<file path="config.mk">
export PLATFORM = sky130hd
export DESIGN_NAME = vram_scan_arbiter
export DESIGN_NICKNAME = d
export VERILOG_FILES = /design/src/rtl/vram_scan_arbiter.sv
export SDC_FILE = /design/constraint.sdc
export NUM_CORES = 1
export LEC_CHECK = 0
export ABC_AREA = 0
export BUFFER_PORTS_ARGS = -buffer_cell sky130_fd_sc_hd__buf_4
export CORE_UTILIZATION = 25
export CTS_CLUSTER_SIZE = 16
export DETAILED_ROUTE_END_ITERATION = 8
export GPL_TIMING_DRIVEN = 1
export PLACE_DENSITY = 0.46
export SLEW_MARGIN = 20
export SYNTH_ARGS = -nofsm -noshare
export SYNTH_HDL_FRONTEND = slang
export SYNTH_SLANG_ARGS = --single-unit
</file>
<file path="constraint.sdc">
create_clock -name clk -period 2.55 [get_ports clk]
set_clock_uncertainty 0.1 [all_clocks]
set_input_delay 0.1275 -clock clk [delete_from_list [all_inputs] [get_ports clk]]
set_output_delay 0.1275 -clock clk [all_outputs]
set_load 0.005 [all_outputs]
</file>
<file path="src/rtl/vram_scan_arbiter.sv">
// Single-port VRAM arbiter: fixed-slot scan-out fetch with CPU request/ack in the free cycles.
// Optional define VRAM_CPU_BLANK_ONLY_EN restricts CPU accepts to vertical blank.
module vram_scan_arbiter #(
    parameter int unsigned H_DISP  = 256,
    parameter int unsigned V_DISP  = 240,
    parameter int unsigned H_TOTAL = 309,
    parameter int unsigned V_TOTAL = 262,
    parameter int unsigned DATA_W  = 8,
    parameter int unsigned ADDR_W  = 13
) (
    input  logic              clk,
    input  logic              reset,
    input  logic [8:0]        hpos,
    input  logic [8:0]        vpos,
    input  logic              display_on,
    input  logic              cpu_req,
    input  logic              cpu_we,
    input  logic [ADDR_W-1:0] cpu_addr,
    input  logic [DATA_W-1:0] cpu_wdata,
    output logic              cpu_ack,
    output logic [DATA_W-1:0] cpu_rdata,
    output logic [ADDR_W-1:0] ram_addr,
    output logic              ram_we,
    output logic [DATA_W-1:0] ram_wdata,
    input  logic [DATA_W-1:0] ram_rdata,
    output logic              pix_out
);

    localparam int unsigned       PIX_BITS     = $clog2(DATA_W);
    localparam logic [9:0]        HTotal       = 10'(H_TOTAL);
    localparam logic [9:0]        HDisp        = 10'(H_DISP);
    localparam logic [9:0]        VDisp        = 10'(V_DISP);
    localparam logic [8:0]        VLast        = 9'(V_TOTAL - 1);
    localparam logic [ADDR_W-1:0] WordsPerLine = ADDR_W'(H_DISP / DATA_W);

    typedef enum logic [1:0] {
        StIdle,
        StIssueWait,
        StCapture,
        StDone
    } state_e;

    state_e              r_state, w_state_d;
    logic [ADDR_W-1:0]   r_ram_addr, w_ram_addr_d;
    logic                r_ram_we, w_ram_we_d;
    logic [DATA_W-1:0]   r_ram_wdata, w_ram_wdata_d;
    logic                r_cpu_ack, w_cpu_ack_d;
    logic [DATA_W-1:0]   r_cpu_rdata, w_cpu_rdata_d;
    logic                r_is_write;
    logic [1:0]          r_vtag;
    logic [DATA_W-1:0]   r_pix_word;

    logic [9:0]          w_tp_raw, w_tp, w_tl;
    logic                w_slot, w_blank_ok, w_accept;
    logic [ADDR_W-1:0]   w_vaddr;

    // Fetch three pixels ahead so the word lands exactly when hpos reaches tp.
    always_comb begin
        w_tp_raw = {1'b0, hpos} + 10'd3;
        w_tp     = w_tp_raw;
        w_tl     = {1'b0, vpos};
        if (w_tp_raw >= HTotal) begin
            w_tp = w_tp_raw - HTotal;
            w_tl = (vpos == VLast) ? 10'd0 : {1'b0, vpos} + 10'd1;
        end
    end

    assign w_slot  = (w_tp[PIX_BITS-1:0] == '0) && (w_tp < HDisp) && (w_tl < VDisp);
    assign w_vaddr = ADDR_W'(w_tl) * WordsPerLine + ADDR_W'(w_tp >> PIX_BITS);

`ifdef VRAM_CPU_BLANK_ONLY_EN
    assign w_blank_ok = ({1'b0, vpos} >= VDisp);
`else
    assign w_blank_ok = 1'b1;
`endif

    always_comb begin
        w_state_d     = r_state;
        w_ram_addr_d  = r_ram_addr;
        w_ram_we_d    = 1'b0;
        w_ram_wdata_d = r_ram_wdata;
        w_cpu_ack_d   = 1'b0;
        w_cpu_rdata_d = r_cpu_rdata;
        w_accept      = 1'b0;

        if (w_slot) begin
            w_ram_addr_d = w_vaddr;
        end

        case (r_state)
            StIdle: begin
                if (cpu_req && !w_slot && w_blank_ok) begin
                    w_accept      = 1'b1;
                    w_ram_addr_d  = cpu_addr;
                    w_ram_we_d    = cpu_we;
                    w_ram_wdata_d = cpu_wdata;
                    w_state_d     = StIssueWait;
                end
            end
            StIssueWait: begin
                w_state_d = StCapture;
            end
            StCapture: begin
                if (!r_is_write) begin
                    w_cpu_rdata_d = ram_rdata;
                end
                w_cpu_ack_d = 1'b1;
                w_state_d   = StDone;
            end
            StDone: begin
                w_state_d = StIdle;
            end
            default: begin
                w_state_d = StIdle;
            end
        endcase
    end

    always_ff @(posedge clk or posedge reset) begin
        if (reset) begin
            r_state     <= StIdle;
            r_ram_addr  <= '0;
            r_ram_we    <= 1'b0;
            r_ram_wdata <= '0;
            r_cpu_ack   <= 1'b0;
            r_cpu_rdata <= '0;
            r_is_write  <= 1'b0;
            r_vtag      <= '0;
            r_pix_word  <= '0;
        end else begin
            r_state     <= w_state_d;
            r_ram_addr  <= w_ram_addr_d;
            r_ram_we    <= w_ram_we_d;
            r_ram_wdata <= w_ram_wdata_d;
            r_cpu_ack   <= w_cpu_ack_d;
            r_cpu_rdata <= w_cpu_rdata_d;
            // Tag bit 1 marks the cycle in which ram_rdata carries a video word.
            r_vtag      <= {r_vtag[0], w_slot};
            if (r_vtag[1]) begin
                r_pix_word <= ram_rdata;
            end
            if (w_accept) begin
                r_is_write <= cpu_we;
            end
        end
    end

    assign ram_addr  = r_ram_addr;
    assign ram_we    = r_ram_we;
    assign ram_wdata = r_ram_wdata;
    assign cpu_ack   = r_cpu_ack;
    assign cpu_rdata = r_cpu_rdata;
    assign pix_out   = display_on & r_pix_word[~hpos[PIX_BITS-1:0]];

endmodule

</file>
* Word-level counts from Yosys, hierarchy flattened
Cells that the tools add are included.
** Storage, ports and cells
- Output and inout bits :: 32
- Input bits :: 52
- Word-level logic and storage cells :: 48
- RAM bits :: 0
- Bits in latches :: 0
- Register bits :: 44
- ROM bits :: 0
- Memories :: 0
** Operators by class
- Reductions and logical operators :: 8
- $mul :: 0
- Shift-type cells :: 0
- Bitwise logic cells :: 3
- Equality and inequality tests :: 5
- Order comparisons :: 4
- Mux-type cells :: 15
- $add $sub $neg :: 4
- Div/mod/pow operators :: 0
** Operator list (count)
- 2-to-1 mux 13 bit :: 3
- 2-to-1 mux 10 bit :: 3
- adder 13 x 7 -> 13 bit :: 1
- adder 9 x 1 -> 10 bit (second input constant) :: 1
- adder 9 x 2 -> 10 bit (second input constant) :: 1
- >= comparator 10 x 9 -> 1 bit (second input constant) :: 1
- less-than comparator 10 x 8 -> 1 bit (second input constant) :: 1
- less-than comparator 10 x 9 -> 1 bit (second input constant) :: 1
- subtractor 10 x 9 -> 10 bit (second input constant) :: 1
- == test 9 bit (second input constant) :: 1
- one-hot mux 2 bit (4 select lines) :: 1
- 2-to-1 mux 1 bit :: 6
- == test 2 bit (second input constant) :: 2
- less-than comparator 3 x 4 -> 1 bit (second input constant) :: 1
- AND reduction 2 bit :: 2
- binary-select mux 1 bit (select 3 bit) :: 1
- logical AND 1 bit :: 3
- logical NOT 3 bit :: 1
- inverter 3 bit :: 1
- == test 2 x 1 -> 1 bit (second input constant) :: 1
- logical NOT 2 bit :: 1
- 2-to-1 mux 2 bit :: 1
- inequality test 2 bit (second input constant) :: 1
- AND 1 bit :: 1
- 2 further kinds :: 2

* Logic depth before layout (Yosys ltp)
Gate-level depths: netlist of the first run.
- Depth after elaboration :: 10
- Mapped depth :: 17
- Depth with buffers taken out :: 15

* Least setup slack after synthesis of the first run
No wires, ideal clock.
- Path kind :: input to register
- Start point :: in hpos[1]
- End point :: reg r_ram_addr[10], in the netlist ram_addr[10]
- Cell stages on the path :: 17
- Path buffers :: 2
- Required time :: 2325 ps
- Path slack :: -1133 ps
- Arrival time :: 3459 ps
- Library setup time :: 125 ps
- Cell sequence :: buf_2 inv_1 ha_1 buf_2 inv_1 o22ai_1 a221o_1 a221oi_4 o21a_1 or3_1 o21ai_0 ha_1 a21o_1 nand2_1 o41ai_1 o311ai_0 mux2_2
** Between the ends
- Cells in the longest elaborated chain, start to end :: 10
- Elaborated cells between the ends (all ways) :: 16
- Those cells by class :: add/sub (3); order compare (3); mux (5); reduce/logical (5)
** Ends and longest elaborated chain
- start: declaration :: line 13 : input logic [8:0] hpos,
- adder 9 x 2 -> 10 bit (*) :: line 59 : w_tp_raw = {1'b0, hpos} + 10'd3;
- subtractor 10 x 9 -> 10 bit or >= comparator 10 x 9 -> 1 bit (tied branches) :: line 63, 62
- 2-to-1 mux 10 bit :: line 62 : if (w_tp_raw >= HTotal) begin
- less-than comparator 10 x 9 -> 1 bit or logical NOT 3 bit (tied branches) :: line 68 : assign w_slot = (w_tp[PIX_BITS-1:0] == '0) && (w_tp < HDisp) && (w_tl < VDisp);
- logical AND 1 bit (2 in series) :: line 68
- logical NOT 1 bit :: line 92 : if (cpu_req && !w_slot && w_blank_ok) begin
- logical AND 1 bit :: line 92
- 2-to-1 mux 13 bit :: line 92
- 2-to-1 mux 13 bit (*) :: line 90 : case (r_state)
- net w_ram_addr_d[10] :: line 44 : logic [ADDR_W-1:0] r_ram_addr, w_ram_addr_d;
- end signal: assignment :: line 132 : r_ram_addr <= w_ram_addr_d;
- end: declaration :: line 44
The timed path passes the listed nets; every way through them passes the cells marked *.
A chain may end at the register's enable or synchronous reset.

* Worst setup path in the final report of the first run
- Start point :: in hpos[0]
- End point :: reg r_ram_addr[10], in the netlist ram_addr[10]
The elaborated chain is that of the path after synthesis.

==> metrics, run 1 <==
status=finished, violations left; violated checks=hold timing, setup timing; cell family with most CP delay=compound AO/OA/AOI/OAI gates; RSZ-0062 raised after global routing=true; Crit Path Max Fanout=8; mapped cell area=0.003147 mm²; total negative setup slack=-6.086 ns; max_cap viols=0; Post-synth EDFFs=0; Ant. Diodes=0; final setup fails=26; Synth Area in Compound Gates=15.67%; Max Root-Sink Buffers=2; initial antenna violation count=0; largest net degree at the start of global routing=45; Cells after DPL=~600; vias post-DR=3,021; CTS Buf Count=5; Synth Register Bits=44; Max stage delay on crit path=0.51 ns; Area Overhead vs Synth=65.29%; Worst-Skew Late Latency=between 0.2 and 0.3 ns; Vias/cell=between 4 and 5; WL per Instance=14.17 µm; Final Net Count=between 500 and 600; DRT iter0 DRCs=89; Synthesized Nets=~370; CP Launch Type=input pin; DR pass1 iterations=4; # H-tree levels=2; Die ar.=0.01304 mm²; CTS tree=done; Max VDD drop=0.0002807 V; largest family of logic cells by synthesized area=multiplexers; actual slew at the worst max-slew pin=0.9221 ns; Die Y=114.2 µm; power per cell area=approximately 680 mW/mm²; Crit path arrival time=roughly 3 ns; Placement Cell Area=0.004542 mm²; prevailing post-synth register cell=dfrtp_1; synth unique cells=66; cell count after synthesis=305; Worst-path clk slew=around 0.060 ns; GRT Total Usage=14.83%; slowest stage cell, crit path=or4_4; post-layout utilization of the core=42.77%; ys async rst share=100.0%; Routability Congestion=0.8082; DRT antenna net count=0; sequential fraction of the synthesis area=34.99%; Port Buf Inserts=83; worst-path cell chain=buf_8, inv_6, ha_4, or4_4, a32oi_4, a221oi_4, o21a_2, or3_1, nand2_1, ha_2, a21o_1, nand2_2, o41ai_2, o311ai_1, mux2_2; first-pass GRT wire length=15,330 µm; fmax=roughly 340 MHz; relative slew slack=38.43%; vias in the first global route=3,140; CTS sink cnt=44; row count=40; Die X=between 100 and 150 µm; final wirelength=9283 µm; IO Pins=84; Pleak=2.403 nW; final worst slack=-0.4028 ns; Initial Util=25.87%; layout cell share with drive strength beyond 1=between 50% and 60%; Final Cell Area=0.005201 mm²; fin crit share=115.8%; reg2reg setup slack=0.52 ns; fin cells=655; CP Class=in -> reg; adder-cell area share of the yosys netlist=4.215%; CORE AREA=approximately 0.012 mm²; Simple-Gate Fraction of Synth Area=15.51%; Crit. End Element=flop; WP data required=2.62 ns; dpl hpwl=~7000 µm; Yosys Warn Count=0; crit path buf inv count=2; Hold/Removal Path Class=in -> async; total grt overflow=0; synthesized area per cell=about 10 µm²; Max Transition Viols Final=0; Final Hold Viols=44; post-synthesis mux area share=20.24%; root buffer cell=clkbuf_16; min Tclk post-route=2.953 ns; xor/xnor share of the synthesized area=5.288%; # DRC=0; hold_ws=-0.04410 ns
## timing repair
item | in CTS | in global routing
buffers inserted | 14 | 3
hold buffers | 17 | 0
gates resized for setup | 39 | 8
setup endpoints to repair | 26 | 26
cloned | 1 | 0
endpoints found under the hold margin | 26 | 0
pin swaps | 17 | 7
## per-layer routing
metal / GRT usage (%) / vias to the layer above / part of all wire (%)
met5: 0 / - / 0
met4: 4.502 / 0 / 1.4
met3: 1.959 / 10 / 3.4
met2: 26.26 / 69 / 48
met1: 18.69 / 1441 / 47
li1: - / 1501 / -
## state kept, by name, summed over array words and instances, names as in the netlist
signal / cells
ram_wdata: 8
r_vtag: 2
cpu_ack: 1
ram_we: 1
r_pix_word: 8
ram_addr: 13
cpu_rdata: 8
r_is_write: 1
r_state: 2
## stage by stage
step	total power, mW	setup slack [ns]	hold slack, ns
floorplan	2.024	-0.6926	0.1617
global placement	2.740	-0.7258	0.2331
detailed placement	2.776	-0.7982	0.2356
CTS	3.578	-0.3640	0.002932
global route	3.771	-0.4999	0.04641
finish	3.514	-0.4028	-0.04410
## cell usage after synthesis, drive strengths merged (3+ instances only)
master   n  share of area, %
nand2b   3              0.60
mux2i   19               6.0
and2     4              0.80
o22ai    3              0.60
xnor2   13               3.6
nand2   20               2.5
ha       9               3.6
inv     13               1.6
dfrtp   44                35
nand4    4              0.80
xor2     6               1.7
nor3     7               1.1
nor2    12               1.7
nand3   12               1.9
mux2    33                13
a31oi    3              0.60
a211oi   6               1.8
a21oi    9               1.6
clkbuf   7              0.84
and3     3              0.60
nor3b    3              0.72
o21ai   13               2.2
or3      4              0.80
buf      8               1.7
nand4b   3              0.84
## power breakdown
part           switching [mW]  internal (mW)
logic                   0.615           1.05
clock network           0.252          0.391
registers               0.174           1.03
## cell families after synthesis
| family | after synthesis |
|---|---|
| simple gates | 87 |
| compound gates | 63 |
| mux | 54 |
| flops | 44 |
| buf+inv | 28 |
| xor+xnor | 19 |
| fa+ha+maj | 10 |
## worst paths after layout
| check | startpoint | endpoint | cells after the start |
|---|---|---|---|
| max | hpos[0] | ram_addr[10] | 15 |
| min | reset | cpu_rdata[6] | 2 |
| max reg2reg | r_state[1] | ram_wdata[5] | 7 |
| min reg2reg | r_vtag[0] | r_vtag[1] | 0 |
| max in group asynchronous | reset | r_state[0] | 2 |
| min in group clk | cpu_addr[4] | ram_addr[4] | 3 |
## layout make-up
type | instances | area (µm²)
Timing Repair Buffer | 189 | 1556
Clock buffer | 8 | 146.4
Fill cell | 1234 | 6960
Sequential cell | 44 | 1101
Inverter | 13 | 61.31
Multi-Input combinational cell | 233 | 2126
Tap cell | 168 | 210.2
## cells in the final DEF (no fill, tap or decap), types with 8 or more instances in the layout
cell type and count:
buf_4 158, dfrtp_1 44, mux2_2 23, mux2i_1 18
dlygate4sd3_1 17, nand2_1 16, xnor2_1 12, nor2_1 11
nand3_1 10, mux2_4 10, inv_1 9, o21ai_0 9
a21oi_1 8, buf_6 8
## worst reg2reg max path, delay by kind of cell (launching register included)
kind	cells	cell delay, ns
mux	1	0.29
simple gates	1	0.27
fa+ha+maj	1	0.26
compound gates	1	0.26
flops	1	0.40
buf+inv	3	0.33
Note: power is estimated with default switching activity, not from simulation.
==> inputs of run 2 (changes only) <==
--- a/config.mk
+++ b/config.mk
@@ -6,7 +6,7 @@
 export NUM_CORES = 1
 export LEC_CHECK = 0
 export ABC_AREA = 0
-export BUFFER_PORTS_ARGS = -buffer_cell sky130_fd_sc_hd__buf_4
+export BUFFER_PORTS_ARGS = -buffer_cell sky130_fd_sc_hd__buf_2
 export CORE_UTILIZATION = 25
 export CTS_CLUSTER_SIZE = 16
 export DETAILED_ROUTE_END_ITERATION = 8
==> run 2 against run 1 <==
  * The flow finishes with violations (setup timing)
  * Register-to-register slack worse by 0.02 ns
  * Critical path depth unchanged
  * Wire length up 0.53%
  * Maximum frequency up 2.1%
  * Total power down 0.87%
  * Worst setup slack better by 0.061 ns
  * Hold slack better by 0.047 ns
  * Global-route usage down 0.12 points
  * Flip-flop and latch count unchanged
  * Sequential power about the same
  * Final area unchanged
  * Via count up 1.5%
  * Critical path type unchanged
  * Critical endpoint unchanged
==> metrics, run 2 (synthesis gave the netlist of run 1 again) <==
Routability Congestion=roughly 0.80; Worst R2R Path Depth=7; RSZ-0062 raised after global routing=true; CTS Buf Count=5; DR pass1 iterations=4; met2 GRT Util=26.46%; met3 Track Usage GR=1.800%; Place WS=-0.7803 ns; crit path to=ram_addr[10]; Crit path arrival time=about 3.0 ns; Max VDD drop=0.0003310 V; Die ar.=0.01304 mm²; fin crit share=113.4%; Initial Util=between 20% and 30%; violated checks=setup timing; hold_ws=roughly 0.003 ns; multi-input logic area=0.002181 mm²; Area Overhead vs Synth=65.29%; total grt overflow=0; Final Net Count=562; most frequent cells in the layout=buf_4 (93), buf_2 (81), dfrtp_1 (44), mux2_2 (25), mux2i_1 (19); CP Launch Point=hpos[0]; Cells after DPL=631; Sequential Area=0.001101 mm²; Final Hold Viols=0; CP Launch Type=input pin; fmax=345.8 MHz; Worst-path clk slew=0.06 ns; IO Pins=84; Crit. End Element=flop; relative slew slack=38.05%; CTS tree=done; largest net degree at the start of global routing=45; row count=40; RR Endpoint=r_is_write; max_cap viols=0; Hold/Removal Path Class=in -> reg; DRT antenna net count=0; WP data required=~2.6 ns; Total Power=3.483 mW; initial antenna violation count=0; reg2reg start=r_state[1]; status=finished, violations left; # DRC=0; Pleak=2.420 nW; met1 usage=18.83%; CORE AREA=0.01216 mm²; reg2reg setup slack=0.50 ns; fin cells=roughly 670; final worst slack=-0.3420 ns; final setup fails=26; vias post-DR=3,066; Die X=114.2 µm; Max Transition Viols Final=0; Ant. Diodes=0; first-pass GRT wire length=15,270 µm; WL per Instance=13.95 µm; most common library cell in the layout ignoring fill and taps=buf_4; root buffer cell=clkbuf_16; post-layout utilization of the core=between 40% and 50%; Die Y=114.2 µm; dpl hpwl=roughly 7300 µm; CTS sink cnt=44; actual slew at the worst max-slew pin=0.9279 ns; Port Buf Inserts=83; power per cell area=669.7 mW/mm²; Largest register FFs=13; # H-tree levels=2; GRT Total Usage=14.71%; min Tclk post-route=2.892 ns; Worst-Skew Late Latency=0.28 ns; Vias/cell=roughly 4.6; vias in the first global route=3,029; CP Class=in -> reg; GRT busiest layer=met2; final wirelength=9332 µm; DRT iter0 DRCs=74; Crit Path Max Fanout=7; Max Root-Sink Buffers=2; layout cell share with drive strength beyond 1=55.89%; fill count=1,195
## run 2: timing repair
action | CTS | global route
gates resized for setup | 30 | 21
endpoints found under the setup margin | 26 | 26
cloned | 1 | 0
endpoints found under the hold margin | 61 | 0
buffers inserted | 12 | 3
pin swaps | 17 | 11
hold buffers | 15 | 0
## run 2: how the worst min path moves through the flow
stage            startpoint       endpoint  slack [ns]  depth (start not counted)
6_report       ram_rdata[1]  r_pix_word[1]       0.003                          2
5_1_grt        ram_rdata[1]  r_pix_word[1]       0.002                          2
4_1_cts        ram_rdata[1]  r_pix_word[1]      0.0003                          2
3_5_place_dp      r_vtag[0]      r_vtag[1]        0.24                          0
3_3_place_gp      r_vtag[0]      r_vtag[1]        0.23                          0
2_1_floorplan        cpu_we         ram_we        0.16                          1
## run 2: through the flow
step | setup TNS (ns) | area, µm²
after floorplan | -9.850 | 3237
after global placement | -16.29 | 4474
after detailed placement | -16.65 | 4474
after CTS | -6.026 | 5070
after global routing | -8.454 | 5201
final | -5.274 | 5201
## run 2: critical path, cell delays in order
cell and delay (ns):
buf_8 0.08, inv_6 0.03, ha_4 0.18, or4_4 0.51, a32oi_4 0.27, a221oi_4 0.10
o21a_2 0.24, or3_4 0.39, nand2_4 0.07, ha_4 0.13, a21o_1 0.12, nand2_1 0.07
o41ai_2 0.23, o311ai_1 0.14, mux2_2 0.27
## run 2: metal layers
layer / share of wire [%] / vias to the layer above
li1: - / 1529
met1: 47 / 1471
met2: 49 / 59
met3: 3.4 / 7
met4: 0.85 / 0
met5: 0 / -
## run 2: power by group
group	switching [mW]	leakage [nW]	internal, mW
combinational	0.626	1.81	0.934
sequential	0.163	0.527	1.03
clock	0.267	0.0804	0.465
## run 2: layout make-up
cell class / instances / area share (%)
multi-input cells: 233 / 41.93
well taps: 168 / 4.041
flip-flops and latches: 44 / 21.17
repair buffers: 203 / 28.43
clock inverters: 3 / 0.8901
inverters: 13 / 1.131
clock buffers: 5 / 2.406
